==> config.mk <==
export PLATFORM = sky130hd
export DESIGN_NAME = seq_right_shifter
export DESIGN_NICKNAME = d
export VERILOG_FILES = /design/src/rtl/seq_right_shifter.sv
export SDC_FILE = /design/constraint.sdc
export NUM_CORES = 1
export LEC_CHECK = 0
export BUFFER_PORTS_ARGS = -buffer_cell sky130_fd_sc_hd__buf_2
export CORE_ASPECT_RATIO = 1.5
export CORE_UTILIZATION = 40
export CTS_CLUSTER_SIZE = 8
export DETAILED_ROUTE_END_ITERATION = 10
export PLACE_DENSITY = 0.64
export SLEW_MARGIN = 20
export SYNTH_ARGS = -nofsm -noshare
export SYNTH_HDL_FRONTEND = slang
export SYNTH_SLANG_ARGS = --single-unit
==> constraint.sdc <==
create_clock -name clk -period 2.8 [get_ports clk]
set_input_delay 0.42 -clock clk [delete_from_list [all_inputs] [get_ports clk]]
set_output_delay 0.42 -clock clk [all_outputs]
set_load 0.02 [all_outputs]
==> src/rtl/seq_right_shifter.sv <==
// Iterative one-bit-per-cycle right shifter (logical/arithmetic) with start/busy/done handshake.
// Optional ROTATE_EN macro adds a rotate-right mode selected by the `rotate` port.
module seq_right_shifter #(
   parameter int dataWidth  = 32,
   parameter int shamtWidth = 5
) (
   input  logic                  clk,
   input  logic                  rst_n,
   input  logic                  start,
   input  logic [dataWidth-1:0]  dataIn,
   input  logic [shamtWidth-1:0] shamt,
   input  logic                  arith,
`ifdef ROTATE_EN
   input  logic                  rotate,
`endif
   output logic                  busy,
   output logic                  done,
   output logic [dataWidth-1:0]  rdataOut
);

   typedef enum logic [1:0] {IDLE, SHIFT, DONE} stateT;

   stateT                 state;
   logic [dataWidth-1:0]  work;
   logic [shamtWidth-1:0] count;
   logic                  arithReg;
   logic                  fillBit;
   logic [dataWidth-1:0]  shifted;
`ifdef ROTATE_EN
   logic                  rotateReg;
`endif

   // Next one-bit shift of the working value; rotate overrides sign fill.
   always_comb begin
      fillBit = arithReg & work[dataWidth-1];
`ifdef ROTATE_EN
      if (rotateReg) fillBit = work[0];
`endif
      shifted = {fillBit, work[dataWidth-1:1]};
   end

   // Control FSM and datapath registers; start is ignored while shifting.
   always_ff @(posedge clk or negedge rst_n) begin
      if (!rst_n) begin
         state    <= IDLE;
         work     <= '0;
         count    <= '0;
         arithReg <= 1'b0;
         rdataOut <= '0;
`ifdef ROTATE_EN
         rotateReg <= 1'b0;
`endif
      end else begin
         case (state)
            IDLE, DONE: begin
               if (start) begin
                  work     <= dataIn;
                  count    <= shamt;
                  arithReg <= arith;
`ifdef ROTATE_EN
                  rotateReg <= rotate;
`endif
                  if (shamt == '0) begin
                     rdataOut <= dataIn;
                     state    <= DONE;
                  end else begin
                     state <= SHIFT;
                  end
               end else begin
                  state <= IDLE;
               end
            end
            SHIFT: begin
               work  <= shifted;
               count <= count - 1'b1;
               if (count == shamtWidth'(1)) begin
                  rdataOut <= shifted;
                  state    <= DONE;
               end
            end
            default: state <= IDLE;
         endcase
      end
   end

   assign busy = (state == SHIFT);
   assign done = (state == DONE);

endmodule
== Word-level counts from Yosys, hierarchy flattened ==
Cells that the tools add are included.
Word-level totals
  bits in registers: 72
  input port bits: 41
  output and inout port bits: 34
  logic and storage cells: 32
Cells by class
  add/subtract/negate cells: 1
  bitwise operators: 1
  equal/unequal tests: 6
  reductions and logical operators: 7
  mux-type cells: 12
Operators by type and width (number)
  32-bit 2-to-1 mux: 4
  32-bit one-hot mux with 2 select lines: 2
  5-bit one-hot mux with 2 select lines: 1
  2-bit 2-to-1 mux: 3
  5-bit by 1-bit equality test with 1-bit output (second input constant): 1
  5-bit zero test: 1
  5-bit 2-to-1 mux: 1
  5-bit by 1-bit subtractor with 5-bit output (second input constant): 1
  2-bit inequality test (second input constant): 2
  2-bit one-hot mux with 2 select lines: 1
  2-bit AND reduction: 2
  4-bit AND reduction: 1
  2-bit by 1-bit equality test with 1-bit output (second input constant): 1
  2-bit equality test (second input constant): 1
  2-bit zero test: 1
  2-bit by 1-bit inequality test with 1-bit output (second input constant): 1
  2-bit nonzero test: 1
  2-bit OR reduction: 1
  1-bit AND: 1

== Depth between registers and ports, before layout ==
  depth in word-level cells: 4
  gate-level depth with buffers: 7
  depth with buffers taken out: 5

== Least setup slack after synthesis ==
Ideal clock, no wire load.
  path type: input to register
  start: in shamt[3]
  end: reg rdataOut[0]
  data required time: 2.675 ns
  setup time: 0.125 ns
  data arrival time: 1.713 ns
  path slack: 0.961 ns
  path buffers: 0
  stages on the path: 3
  path through: or4_4 o32ai_4 mux2_4
Between the ends
  word-level cells in the longest chain between the ends: 3
RTL lines
  start: declaration: RTL line 11  | input logic [shamtWidth-1:0] shamt,
  5-bit zero test: RTL line 63  | if (shamt == '0) begin
  2-bit inequality test (no line)
  4-bit AND reduction (no line)
  end signal: assignment: RTL line 64  | rdataOut <= dataIn;
  end signal: assignment: RTL line 77  | rdataOut <= shifted;
  end: declaration: RTL line 18  | output logic [dataWidth-1:0] rdataOut
Every way passes these cells.
A chain may end at the register's enable or synchronous reset.

== Final worst setup path ==
  start: reg state[0]
  end: out busy
Between the ends
  word-level cells in the longest chain between the ends: 1
RTL lines
  start: declaration: RTL line 23  | stateT state;
  start signal: assignment: RTL line 45  | state <= IDLE;
  start signal: assignment: RTL line 65  | state <= DONE;
  start signal: assignment: RTL line 67  | state <= SHIFT;
  2-bit by 1-bit equality test with 1-bit output: RTL line 86  | assign busy = (state == SHIFT);
  end: declaration: RTL line 16  | output logic busy,
Every way passes these cells.

==> reports/metrics.cfg <==
[cts]
clock_sinks=71
htree_levels=3
post_cts_buffers=0
cts_buffer_depth=2
post_cts_resized=0
clk_pin_slew_worst_paths_ns=0.05
cts-root-buf=clkbuf_16
cts_buffers=9
cts_tree=yes
clk_latency_ns=0.33
cts_hold_buf=0

[synthesis]
synthArstFlopShare=1.00
synthesis.instances=281
synth_commonest_cells=dfrtp_1 (71), mux2i_1 (62), inv_1 (33)
synth_cell_types=33
synth_edf_count=0
yosys.area.top_type=dfrtp_1
synth_top_area_share=0.550
yosysMostFrequentCell=dfrtp_1
yosysWarnings=0
ys_seq_elements=71
synth_ff_type=dfrtp_1
synthTopCellsByArea=dfrtp_1 (55%), mux2i_1 (19%), nor3_1 (4.8%)
syn_nets=324
syn-cell-area_mm2=0.00323
synth.avg_cell_area_um2=11.5
ys_seq_area_frac=0.550

[sta]
skew_ns=0.00490
finalSetupTns_ns=0
min_period_over_period=0.801
rsz0062_at_grt=false
period_needed_ns=2.24
slew_headroom=0.400
fmax_ghz=0.446
tightestPinTransition_ns=0.899
finalHoldViolations=0
finalSetupViolations=0
finalMaxSlewViolations=0

[routing]
via_per_inst=4.93
firstDrtPassIters=4
via_count=2271
drt_iter0_markers=177
drc_errors=0
antenna_left=0
finalWirelength_mm=6.80
routedWlPerCell_um=14.8

[finish]
antenna_cells=0
area_delta_synth_final_pct=22.2
layout-drive-gt1-share=0.281
layout.nets=398
design_area_mm2=0.00394

[floorplanning]
num_rows=39
fp.dieW_um=75.4
die_y_um=112
ios=75
die_area_mm2=0.00844
initial_utilization=0.419
core_area_mm2=0.00771

[setup_path]
critical_path_class=flip-flop to output pin
crit_path_max_fanout=30
critical-path-top-delay-family=buffers and inverters
cp.required_ns=2.38
cpPeakStageDelay_ns=0.55
crit_path_top_delay_cell=inv_2
reg2reg_slack_ns=0.69
worst-r2r-cell-count=5
crit_chain=nand2b_1 -> inv_2 -> buf_2
cp-end-kind=output pin
startpoint_type=flip-flop
critical_path_arrival_ns=1.82
timing.rr.end=rdataOut[6]$_DFFE_PN0P_
worstReg2RegStart=state[0]$_DFFE_PN0P_
crit_buf_inv=2

[place]
dpl_cell_area_mm2=0.00368
dp_hpwl_mm=4.53
portBuffers=74
place.gp.congestion=0.733

[grt]
grt_pass1_wl_mm=11.3
grt_usage=0.180
grt_max_degree=72
grt_pass1_vias=2366
grt_overflow=0
grt_antenna_before_repair=0

[pwr]
powerDensity_mw_per_mm2=1270
p_seq_frac=0.370
p_sw_frac=0.391
max-vdd-ir-drop_uv=555
power_frac_comb=0.428
p_int_mw=3.04
leakage_nw=1.91
finalPower_mw=4.99
pwr-share-clk=0.202
p_switching_mw=1.95

[hold_path]
min_path_type=input port to asynchronous set/reset pin

[job]
drv_cap=0

[run_status]
status=completed

-- power by group through the flow --
| stage | clock network [mW] | logic [mW] | registers, mW |
|---|---|---|---|
| after global routing | 1.08 | 2.36 | 1.92 |
| after CTS | 1.04 | 2.17 | 1.85 |
| final | 1.01 | 2.13 | 1.85 |
| after detailed placement | 0 | 2.17 | 1.86 |
| after floorplan | 0 | 1.32 | 2.10 |
| after global placement | 0 | 2.13 | 1.85 |
-- cell families after synthesis --
group	synth area share
adder cells (fa/ha/maj)	0.00775
flip-flops	0.550
AND/OR/NAND/NOR	0.0826
multiplexers	0.212
AO/OA/AOI/OAI	0.0725
buffers and inverters	0.0748
-- area by class of cell --
| class | instances | area, µm² |
|---|---|---|
| Fill cell | 754 | 3770 |
| Sequential cell | 71 | 1780 |
| Multi-Input combinational cell | 158 | 1220 |
| Timing Repair Buffer | 81 | 435 |
| Clock buffer | 14 | 254 |
| Inverter | 34 | 128 |
| Tap cell | 102 | 128 |
| Clock inverter | 1 | 5.00 |
-- cells in the final DEF, fill, tap and decap left out, drive strengths merged, types with 2 or more instances in the layout --
cell     n
a21oi   30
buf     81
clkbuf  14
dfrtp   71
ha       2
inv     34
mux2     5
mux2i   62
nand2    9
nand2b   2
nand3    2
nor2b    2
nor3    31
o21ai    2
or4      2
-- layer usage --
layer,track usage,routed length (µm),up-vias
met3,0.0314,244,9
met5,0,0,-
met1,0.227,2900,1100
li1,-,-,1110
met2,0.293,3520,52
met4,0.0852,129,0
-- per-stage QoR --
stage / utilization / hold slack [ns] / std cells / setup WS, ns
CTS: 0.512 / 0.295 / 461 / 0.523
global placement: 0.478 / 0.462 / 446 / 0.704
global route: 0.512 / 0.318 / 461 / 0.399
floorplan: - / 0.124 / 281 / 0.961
finish: 0.512 / 0.297 / 461 / 0.559
detailed placement: 0.478 / 0.476 / 446 / 0.665
-- flip-flops by register name (all words and copies together) (netlist names) --
name	cells
rdataOut	32
work	31
count	5
state	2
arithReg	1
-- worst max-delay path by stage --
| stage | from | to | cells past startpoint |
|---|---|---|---|
| global placement | shamt[3] | rdataOut[31]$_DFFE_PN0P_ | 5 |
| global route | state[0]$_DFFE_PN0P_ | busy | 3 |
| detailed placement | state[0]$_DFFE_PN0P_ | rdataOut[6]$_DFFE_PN0P_ | 5 |
| CTS | state[0]$_DFFE_PN0P_ | busy | 3 |
| floorplan | shamt[3] | rdataOut[0]$_DFFE_PN0P_ | 3 |
| finish | state[0]$_DFFE_PN0P_ | busy | 3 |
Power figures use the tool's default switching activity.
